==> src/rtl/dca_matrix_lsu_local_responder_pkg.sv <==
// Shared definitions for the DCA matrix-LSU local responder: instruction layout,
// op encodings and FSM state encodings.
package dca_matrix_lsu_local_responder_pkg;

  typedef enum logic [1:0] {
    OpNop   = 2'b00,
    OpLoad  = 2'b01,
    OpStore = 2'b10,
    OpNop3  = 2'b11
  } lsu_op_e;

  typedef enum logic [2:0] {
    StIdle   = 3'd0,
    StDecode = 3'd1,
    StLoad   = 3'd2,
    StStore  = 3'd3,
    StDone   = 3'd4
  } lsu_state_e;

  // Instruction field layout: [1:0] op, [9:2] nrows_m1, [17:10] stride, [31:18] base.
  localparam int unsigned OpLsb     = 0;
  localparam int unsigned OpW       = 2;
  localparam int unsigned NrowsLsb  = 2;
  localparam int unsigned NrowsW    = 8;
  localparam int unsigned StrideLsb = 10;
  localparam int unsigned StrideW   = 8;
  localparam int unsigned BaseLsb   = 18;

  // Skid entries plus in-flight reads may never exceed this.
  localparam int unsigned SkidDepth = 2;

  // State entered after DECODE for a given op; NOPs finish immediately.
  function automatic lsu_state_e exec_state(input lsu_op_e op);
    lsu_state_e st;
    case (op)
      OpLoad:  st = StLoad;
      OpStore: st = StStore;
      default: st = StDone;
    endcase
    return st;
  endfunction

endpackage

==> src/rtl/dca_matrix_lsu_row_skid.sv <==
// Two-entry fall-through FIFO holding LOAD rows returned by the SRAM while the
// master applies backpressure. An arriving row bypasses straight to the output when empty.
module dca_matrix_lsu_row_skid #(
  parameter int unsigned BW_ROW = 64
) (
  input  logic              clk,
  input  logic              rstnn,
  input  logic              push,
  input  logic [BW_ROW-1:0] push_data,
  input  logic              pop,
  output logic              out_valid,
  output logic [BW_ROW-1:0] out_data,
  output logic [1:0]        count
);

  logic [BW_ROW-1:0] slot_q [2];
  logic              rd_ptr_q;
  logic              wr_ptr_q;
  logic [1:0]        cnt_q;
  logic              empty;
  logic              do_write;
  logic              do_read;

  always_comb begin
    empty     = (cnt_q == 2'd0);
    out_valid = !empty || push;
    out_data  = '0;
    if (!empty) begin
      out_data = slot_q[rd_ptr_q];
    end else if (push) begin
      out_data = push_data;
    end
    do_read  = pop && !empty;
    // A row consumed in the same cycle it arrives into an empty FIFO is never stored.
    do_write = push && !(empty && pop);
  end

  always_ff @(posedge clk or negedge rstnn) begin
    if (!rstnn) begin
      slot_q[0] <= '0;
      slot_q[1] <= '0;
      rd_ptr_q  <= 1'b0;
      wr_ptr_q  <= 1'b0;
      cnt_q     <= 2'd0;
    end else begin
      if (do_write) begin
        slot_q[wr_ptr_q] <= push_data;
        wr_ptr_q         <= ~wr_ptr_q;
      end
      if (do_read) begin
        rd_ptr_q <= ~rd_ptr_q;
      end
      cnt_q <= cnt_q + {1'b0, do_write} - {1'b0, do_read};
    end
  end

  assign count = cnt_q;

endmodule

==> src/rtl/dca_matrix_lsu_local_responder.sv <==
// LSU responder: takes one instruction at a time, then streams rows out of the local
// SRAM (LOAD) or writes rows arriving from the master into it (STORE).
module dca_matrix_lsu_local_responder
  import dca_matrix_lsu_local_responder_pkg::*;
#(
  parameter int unsigned BW_ROW      = 64,
  parameter int unsigned BW_INST     = 32,
  parameter int unsigned BW_MEM_ADDR = 14
) (
  input  logic                   clk,
  input  logic                   rstnn,
  input  logic                   sinst_wvalid,
  input  logic [BW_INST-1:0]     sinst_wdata,
  output logic                   sinst_wready,
  output logic                   sinst_decode_finish,
  output logic                   sinst_execute_finish,
  output logic                   sinst_busy,
  output logic                   sload_tensor_row_wvalid,
  output logic                   sload_tensor_row_wlast,
  output logic [BW_ROW-1:0]      sload_tensor_row_wdata,
  input  logic                   sload_tensor_row_wready,
  output logic                   sstore_tensor_row_rvalid,
  output logic                   sstore_tensor_row_rlast,
  input  logic                   sstore_tensor_row_rready,
  input  logic [BW_ROW-1:0]      sstore_tensor_row_rdata,
  output logic                   mem_req,
  output logic                   mem_we,
  output logic [BW_MEM_ADDR-1:0] mem_addr,
  output logic [BW_ROW-1:0]      mem_wdata,
  input  logic [BW_ROW-1:0]      mem_rdata
);

  localparam int unsigned PadW = BW_MEM_ADDR - StrideW;

  lsu_state_e            state_q;
  lsu_op_e               op_q;
  logic [NrowsW-1:0]     nrows_q;
  logic [StrideW-1:0]    stride_q;
  logic [BW_MEM_ADDR-1:0] addr_q;
  logic [NrowsW:0]       issued_q;
  logic [NrowsW-1:0]     row_cnt_q;
  logic                  inflight_q;
  logic                  wready_q;
  logic                  decode_fin_q;
  logic                  exec_fin_q;
  logic                  busy_q;

  logic                  accept;
  logic                  in_load;
  logic                  in_store;
  logic                  last_row;
  logic                  read_issue;
  logic                  load_hs;
  logic                  store_hs;
  logic [2:0]            occupancy;
  logic [BW_MEM_ADDR-1:0] stride_ext;
  logic                  skid_valid;
  logic [BW_ROW-1:0]     skid_data;
  logic [1:0]            skid_count;

  dca_matrix_lsu_row_skid #(
    .BW_ROW (BW_ROW)
  ) u_row_skid (
    .clk       (clk),
    .rstnn     (rstnn),
    .push      (inflight_q),
    .push_data (mem_rdata),
    .pop       (sload_tensor_row_wready),
    .out_valid (skid_valid),
    .out_data  (skid_data),
    .count     (skid_count)
  );

  always_comb begin
    accept     = sinst_wvalid && wready_q;
    in_load    = (state_q == StLoad);
    in_store   = (state_q == StStore);
    last_row   = (row_cnt_q == nrows_q);
    stride_ext = {{PadW{1'b0}}, stride_q};
    // Counting the in-flight read guarantees the returning row always has a free slot.
    occupancy  = {1'b0, skid_count} + {2'b00, inflight_q};
    read_issue = in_load && (issued_q <= {1'b0, nrows_q}) && (occupancy < 3'(SkidDepth));
    load_hs    = skid_valid && sload_tensor_row_wready;
    store_hs   = in_store && sstore_tensor_row_rready;
  end

  always_ff @(posedge clk or negedge rstnn) begin
    if (!rstnn) begin
      state_q      <= StIdle;
      op_q         <= OpNop;
      nrows_q      <= '0;
      stride_q     <= '0;
      addr_q       <= '0;
      issued_q     <= '0;
      row_cnt_q    <= '0;
      inflight_q   <= 1'b0;
      wready_q     <= 1'b0;
      decode_fin_q <= 1'b0;
      exec_fin_q   <= 1'b0;
      busy_q       <= 1'b0;
    end else begin
      decode_fin_q <= 1'b0;
      exec_fin_q   <= 1'b0;
      inflight_q   <= read_issue;
      unique case (state_q)
        StIdle: begin
          wready_q <= !accept;
          if (accept) begin
            op_q         <= lsu_op_e'(sinst_wdata[OpLsb +: OpW]);
            nrows_q      <= sinst_wdata[NrowsLsb +: NrowsW];
            stride_q     <= sinst_wdata[StrideLsb +: StrideW];
            addr_q       <= sinst_wdata[BaseLsb +: BW_MEM_ADDR];
            issued_q     <= '0;
            row_cnt_q    <= '0;
            busy_q       <= 1'b1;
            decode_fin_q <= 1'b1;
            state_q      <= StDecode;
          end
        end
        StDecode: begin
          state_q <= exec_state(op_q);
          if (exec_state(op_q) == StDone) begin
            exec_fin_q <= 1'b1;
          end
        end
        StLoad: begin
          if (read_issue) begin
            issued_q <= issued_q + 1'b1;
            addr_q   <= addr_q + stride_ext;
          end
          if (load_hs) begin
            row_cnt_q <= row_cnt_q + 1'b1;
            if (last_row) begin
              state_q    <= StDone;
              exec_fin_q <= 1'b1;
            end
          end
        end
        StStore: begin
          if (store_hs) begin
            addr_q    <= addr_q + stride_ext;
            row_cnt_q <= row_cnt_q + 1'b1;
            if (last_row) begin
              state_q    <= StDone;
              exec_fin_q <= 1'b1;
            end
          end
        end
        StDone: begin
          state_q  <= StIdle;
          busy_q   <= 1'b0;
          wready_q <= 1'b1;
        end
        default: begin
          state_q <= StIdle;
        end
      endcase
    end
  end

  assign sinst_wready         = wready_q;
  assign sinst_decode_finish  = decode_fin_q;
  assign sinst_execute_finish = exec_fin_q;
  assign sinst_busy           = busy_q;

  assign sload_tensor_row_wvalid = skid_valid;
  assign sload_tensor_row_wlast  = skid_valid && last_row;
  assign sload_tensor_row_wdata  = skid_data;

  assign sstore_tensor_row_rvalid = in_store;
  assign sstore_tensor_row_rlast  = in_store && last_row;

  assign mem_req   = read_issue || store_hs;
  assign mem_we    = store_hs;
  assign mem_addr  = addr_q;
  assign mem_wdata = store_hs ? sstore_tensor_row_rdata : '0;

endmodule

==> config.mk <==
export PLATFORM = sky130hd
export DESIGN_NAME = dca_matrix_lsu_local_responder
export DESIGN_NICKNAME = d
export VERILOG_FILES = /design/src/rtl/dca_matrix_lsu_local_responder_pkg.sv /design/src/rtl/dca_matrix_lsu_row_skid.sv /design/src/rtl/dca_matrix_lsu_local_responder.sv
export SDC_FILE = /design/constraint.sdc
export NUM_CORES = 1
export LEC_CHECK = 0
export CORE_UTILIZATION = 30
export CTS_BUF_LIST = sky130_fd_sc_hd__clkbuf_4 sky130_fd_sc_hd__clkbuf_8
export DETAILED_ROUTE_END_ITERATION = 10
export GPL_TIMING_DRIVEN = 0
export MAX_ROUTING_LAYER = met4
export RECOVER_POWER = 50
export SYNTH_ARGS = -nofsm -noshare
export SYNTH_HDL_FRONTEND = slang
export SYNTH_SLANG_ARGS = --single-unit
==> constraint.sdc <==
create_clock -name clk -period 3.6 [get_ports clk]
set_input_delay 0.36 -clock clk [delete_from_list [all_inputs] [get_ports clk]]
set_output_delay 0.36 -clock clk [all_outputs]
set_load 0.01 [all_outputs]
# Yosys cells after proc, flatten, opt, wreduce, memory -nomap -nowiden
# Cells that the tools add are included.
[word_totals]
elab_cells = 108
input_bits = 165
memories = 0
regBits = 189
latchBits = 0
ramBits = 0
romBits = 0
out_inout_bits = 152
[classes]
n_reduce_logical = 27
n_shift = 0
order_cmp = 5
div = 0
n_addsub = 6
n_bitwise = 4
n_eq_ne = 12
mux = 37
n_mul = 0
[ops]
columns = ["operator", "count"]
rows = [
  ["$mux 64", 7],
  ["$bwmux 128", 1],
  ["$demux 64 s1", 1],
  ["$mux 14", 3],
  ["$pmux 14 s3", 1],
  ["$mux 8", 3],
  ["$pmux 8 s3", 1],
  ["$mux 9", 2],
  ["$pmux 9 s2", 1],
  ["$mux 3", 5],
  ["$add 14x8->14", 1],
  ["$pmux 3 s4", 1],
  ["$logic_and 1x1->1", 11],
  ["$add 9x1->9 const B", 1],
  ["$le 9x8->1", 1],
  ["$add 8x1->8 const B", 1],
  ["$eq 8x8->1", 1],
  ["$reduce_and 4->1", 2],
  ["$mux 1", 7],
  ["$eq 3x2->1 const B", 2],
  ["$eq 3x3->1 const B", 2],
  ["$ne 2x1->1 const B", 3],
  ["$pmux 3 s2", 1],
  ["$reduce_and 3->1", 2],
  ["21 further kinds", 30],
]

# Logic depth before layout (Yosys ltp)
[depth]
word_depth = 6
depth_mapped = 10
ltp_nobuf = 9

# Hierarchy
# A second synthesis with hierarchy kept.
[unflattened]
cells_unflattened = 958
area_unflattened_um2 = 10114.7
[by_module_without_submodules]
columns = ["mod", "area_per_inst_um2", "n_inst", "cells_each", "seq_area_each_um2"]
rows = [
  ["dca_matrix_lsu_row_skid", 6339.8, 1, 511, 3303.2],
  ["dca_matrix_lsu_local_responder", 3774.9, 1, 447, 1426.4],
]

# Worst setup path after synthesis
# OpenSTA, ideal clock, no wires.
[synth_timing]
path_type = "register to register"
start = "register addr_q[0], in the netlist mem_addr[0]"
end = "register addr_q[12], in the netlist mem_addr[12]"
path_buffers = 0
path_stages_with_launch = 10
setup_time_ns = 0.065
slack_ns = 1.470
required_time_ns = 3.535
period_less_slack_ns = 2.130
t_arrival_ns = 2.066
path_cell_list = "dfrtp_1 > ha_1 > inv_1 > fa_1 > nor2b_4 > o31a_1 > o32a_4 > and2_4 > a41oi_2 > o22a_1"
[synth_between]
elab_chain_len = 3
word_cells_on_any_way = 4
cone_classes = "1 x add/sub; 3 x mux"
[synth_lines]
columns = ["element", "line", "source"]
rows = [
  ["from (decl)", "dca_matrix_lsu_local_responder.sv:39", "logic [BW_MEM_ADDR-1:0] addr_q;"],
  ["from (signal assigned)", "dca_matrix_lsu_local_responder.sv:112", "addr_q <= sinst_wdata[BaseLsb +: BW_MEM_ADDR];"],
  ["from (signal assigned)", "dca_matrix_lsu_local_responder.sv:129", "addr_q <= addr_q + stride_ext;"],
  ["from (signal assigned)", "dca_matrix_lsu_local_responder.sv:141", "addr_q <= addr_q + stride_ext;"],
  ["$add 14x8->14 *", "dca_matrix_lsu_local_responder.sv:129, dca_matrix_lsu_local_responder.sv:141", ""],
  ["$mux 14, on equally long branches", "dca_matrix_lsu_local_responder.sv:140, dca_matrix_lsu_local_responder.sv:127", ""],
  ["$pmux 14 s3 *", "dca_matrix_lsu_local_responder.sv:105", "unique case (state_q)"],
]
# Every way passes the cells marked *; elsewhere a longest branch is shown, timed or not. The select of a mux whose other input is x is not followed.
# A chain may end at the register's enable or synchronous reset.

# Worst setup path in the final report
[layout_timing]
start = "register state_q[1]"
end = "output mem_wdata[4]"
[layout_between]
elab_chain_len = 3
[layout_lines]
columns = ["element", "line", "source"]
rows = [
  ["from (decl)", "dca_matrix_lsu_local_responder.sv:35", "lsu_state_e state_q;"],
  ["from (signal assigned)", "dca_matrix_lsu_local_responder.sv:89", "state_q <= StIdle;"],
  ["from (signal assigned)", "dca_matrix_lsu_local_responder.sv:117", "state_q <= StDecode;"],
  ["from (signal assigned)", "dca_matrix_lsu_local_responder.sv:121", "state_q <= exec_state(op_q);"],
  ["$eq 3x2->1", "dca_matrix_lsu_local_responder.sv:77", "in_store = (state_q == StStore);"],
  ["$logic_and 1x1->1", "dca_matrix_lsu_local_responder.sv:84", "store_hs = in_store && sstore_tensor_row_rready;"],
  ["$mux 64", "dca_matrix_lsu_local_responder.sv:176", "assign mem_wdata = store_hs ? sstore_tensor_row_rdata : '0;"],
  ["to (decl)", "dca_matrix_lsu_local_responder.sv:29", "output logic [BW_ROW-1:0] mem_wdata,"],
]
# No other way between the ends.

==> summary.json <==
{
  "htree_num_levels": {"value": 4},
  "grt_first_pass_wirelength": {"value": 48.3, "unit": "mm"},
  "max_slew.worst_pin.slew": {"value": 1.97, "unit": "ns"},
  "die-height": {"value": 186, "unit": "um"},
  "clk_root_buffer_cell": {"value": "sky130_fd_sc_hd__clkbuf_8"},
  "syn_area": {"value": 10200, "unit": "um2"},
  "dp.cells": {"value": 1696},
  "max-vdd-ir-drop": {"value": 0.195, "unit": "mV"},
  "power.static_leakage": {"value": 6.49, "unit": "nW"},
  "yosys_register_bits": {"value": 189},
  "stdcell_area": {"value": 14300, "unit": "um2"},
  "grt_usage": {"value": 0.180},
  "drc_errors": {"value": 0},
  "grt_pass1_vias": {"value": 8642},
  "power_consumption": {"value": 5.20, "unit": "mW"},
  "setup_viol_count_final": {"value": 0},
  "synth_enable_flop_cells": {"value": 0},
  "r2r_setup_slack": {"value": 0.78, "unit": "ns"},
  "worstSkewPairLatency": {"value": 0.48, "unit": "ns"},
  "slew-limit-headroom": {"value": -0.313},
  "synth_top_cells_by_area": {"value": "sky130_fd_sc_hd__dfrtp_1, sky130_fd_sc_hd__mux2_2, sky130_fd_sc_hd__mux2i_1, sky130_fd_sc_hd__and3_1, sky130_fd_sc_hd__o21ai_0"},
  "initial_utilization": {"value": 0.304},
  "share_of_the_cycle_needed_by_the_critical_path_after_routing": {"value": 0.925},
  "critical_path.most_common_cell": {"value": "sky130_fd_sc_hd__buf_2"},
  "worst-path-max-fanout": {"value": 10},
  "cts_tree": {"value": "done"},
  "final_cell_count_no_fill": {"value": 1728},
  "timing.max_cap.violations": {"value": 1},
  "run_status": {"value": "complete, but fails checks"},
  "clock_sinks": {"value": 189},
  "gp_congestion": {"value": 0.823},
  "dpl-instance-area": {"value": 14000, "unit": "um2"},
  "f_max": {"value": 300, "unit": "MHz"},
  "floorplan.core_area": {"value": 33500, "unit": "um2"},
  "critPathKind": {"value": "reg -> out"},
  "timing.final.max_slew_violations": {"value": 76},
  "cts_inserted_buffers": {"value": 17},
  "detail_route.wl_per_cell": {"value": 17.4, "unit": "um"},
  "overflow": {"value": 0},
  "critical_path.startpoint_type": {"value": "register"},
  "critPathMaxStageDelay": {"value": 0.54, "unit": "ns"},
  "synth.most_common_cell": {"value": "sky130_fd_sc_hd__dfrtp_1"},
  "yosys.area.top_type": {"value": "sky130_fd_sc_hd__dfrtp_1"},
  "antenna_found_initial": {"value": 0},
  "floorplan.die_area": {"value": 34800, "unit": "um2"},
  "synthFlopType": {"value": "sky130_fd_sc_hd__dfrtp_1"},
  "grt_start_max_net_pins": {"value": 116},
  "postRouteAntennaNets": {"value": 0},
  "initialDrtViolationCount": {"value": 371},
  "n_antenna_cell": {"value": 0},
  "hold_path_class": {"value": "in -> reg"},
  "filler_cell_count": {"value": 3241},
  "flow.area_growth_from_synthesis": {"value": 40.2, "unit": "%"},
  "drtPass1Iterations": {"value": 4},
  "routed_wirelength": {"value": 30.0, "unit": "mm"},
  "final.setup.worst_slack": {"value": 0.269, "unit": "ns"},
  "detailroute.via_count": {"value": 8425},
  "post-dp-hpwl": {"value": 22.3, "unit": "mm"},
  "critical_path_arrival": {"value": 2.97, "unit": "ns"},
  "ys_seq_area_frac": {"value": 0.464},
  "asyncSetResetFlopFracSynth": {"value": 1.00},
  "share_of_layout_cells_above_drive_strength_1": {"value": 0.167},
  "critical_path.endpoint_type": {"value": "primary output"},
  "io-pin-count": {"value": 317},
  "std_cell_rows": {"value": 67},
  "power_per_cell_area": {"value": 363, "unit": "nW/um2"},
  "total_count_of_hold_check_failures_in_the_final_report": {"value": 0},
  "path_cells": {"value": "buf_6 > nor2b_1 > buf_2 > nand2_1 > inv_1 > buf_2 > clkbuf_1 > and3_1 > clkdlybuf4s50_1"},
  "cts.path.max_buffers": {"value": 2},
  "yosysTopAreaCellShare": {"value": 0.464},
  "clk_pin_slew_worst_paths": {"value": 0.11, "unit": "ns"},
  "synthesis.nets": {"value": 1118},
  "netlist-cell-type-count": {"value": 66},
  "fin_skew": {"value": 0.0167, "unit": "ns"},
  "crit_required": {"value": 3.24, "unit": "ns"},
  "rsz0062_at_grt": {"value": "no"},
  "syn_area_per_cell": {"value": 11.0, "unit": "um2"},
  "period_needed": {"value": 3.33, "unit": "ns"},
  "syn-instance-count": {"value": 931},
  "die_width": {"value": 186, "unit": "um"},
  "violations_in_the_final_reports": {"value": "max-capacitance violations, max-slew violations"},
  "finalNetCount": {"value": 1455},
  "synth-warning-count": {"value": 0},
  "synth.cells.most_frequent": {"value": "sky130_fd_sc_hd__dfrtp_1, sky130_fd_sc_hd__mux2_2, sky130_fd_sc_hd__o21ai_0"},
  "cpMaxStageDelayCell": {"value": "sky130_fd_sc_hd__clkdlybuf4s50_1"},
  "placement.setup.worst_slack": {"value": 0.460, "unit": "ns"},
  "io_buffers": {"value": 316},
  "vias_per_cell": {"value": 4.88}
}
## registers in the layout (all words and copies together), names as in the netlist, 2 cells and up
signal	count
u_row_skid.slot_q	128
mem_addr	14
issued_q	9
nrows_q	8
row_cnt_q	8
stride_q	8
state_q	3
op_q	2
u_row_skid.count	2
## where the power goes
part / leakage [nW] / switching (mW) / total (mW) / internal, mW
Combinational: 3.79 / 0.823 / 1.45 / 0.630
Sequential: 2.49 / 0.0866 / 2.28 / 2.20
Clock: 0.206 / 0.853 / 1.46 / 0.606
## cell usage in the layout, fill, tap and decap left out, drive strengths merged, types with 2 or more instances in the layout
cell,n
and2,4
nor2,32
a21oi,17
and4,2
clkbuf,61
o21a,3
a21boi,2
buf,29
a41oi,4
nor3,9
nand3b,2
o21ai,88
nand2b,5
nand3,74
dlygate4sd3,19
dfrtp,189
clkinv,3
nand2,28
o22a,4
ha,21
o21bai,2
xor2,21
a2111oi,2
a31oi,2
xnor2,4
nor2b,4
mux2i,66
or3,4
clkdlybuf4s50,297
a21o,3
a32o,2
inv,33
and3,70
nand4,7
a211oi,7
o221ai,3
nor4,3
o211ai,2
mux2,137
## repair_timing
item,in CTS,in global routing
hold buffers,1,0
setup buffers,0,0
gates resized for setup,2,3
setup endpoints to repair,16,6
hold endpoints to repair,74,0
## final cells by class
cell class | count | area [um2] | share of cell area
repair buffers | 318 | 3180 | 0.222
well taps | 448 | 561 | 0.0392
multi-input cells | 648 | 5020 | 0.351
plain buffers | 69 | 322 | 0.0225
clock buffers | 19 | 255 | 0.0178
clock inverters | 12 | 144 | 0.0101
inverters | 25 | 93.8 | 0.00656
flip-flops and latches | 189 | 4730 | 0.331
## per-stage QoR
step / setup TNS, ns / utilization / hold slack [ns]
finish: 0 / 0.427 / 0.430
global route: 0 / 0.427 / 0.426
CTS: 0 / 0.429 / 0.384
detailed placement: 0 / 0.416 / 0.377
global placement: -1133.39 / 0.415 / 0.476
floorplan: 0 / - / 0.0644
## final timing paths
check,cells after the start,end,startpoint
setup / recovery,9,mem_wdata[4],state_q[1]
hold / removal,3,nrows_q[7],sinst_wdata[9]
setup reg to reg,6,u_row_skid.slot_q[125],u_row_skid.count[1]
hold reg to reg,1,u_row_skid.wr_ptr_q,u_row_skid.wr_ptr_q
max in group asynchronous,3,u_row_skid.slot_q[58],rstnn
min in group asynchronous,2,u_row_skid.slot_q[17],rstnn
## layer usage
metal,track usage,share of wire,vias to the layer above
met5,-,0,-
met2,0.283,0.46,233
met3,0.0380,0.051,17
li1,-,-,4044
met4,0.0356,0.0081,0
met1,0.239,0.48,4131
## cell families after synthesis
kind of cell | after synthesis | share of synthesized area
and+or+nand+nor | 246 | 0.132
muxes | 203 | 0.216
DFF | 189 | 0.464
AOI/OAI and AO/OA | 152 | 0.0972
buffers and inverters | 94 | 0.0426
xor gates and xnor gates | 25 | 0.0215
adders and majority gates | 22 | 0.0277
## critical path: cells and delay by family, from the launching register on
family	cells	cell delay (ns)
buf+inv	6	1.61
simple gates	3	0.54
flops	1	0.35
Note: power is estimated with default switching activity, not from simulation.
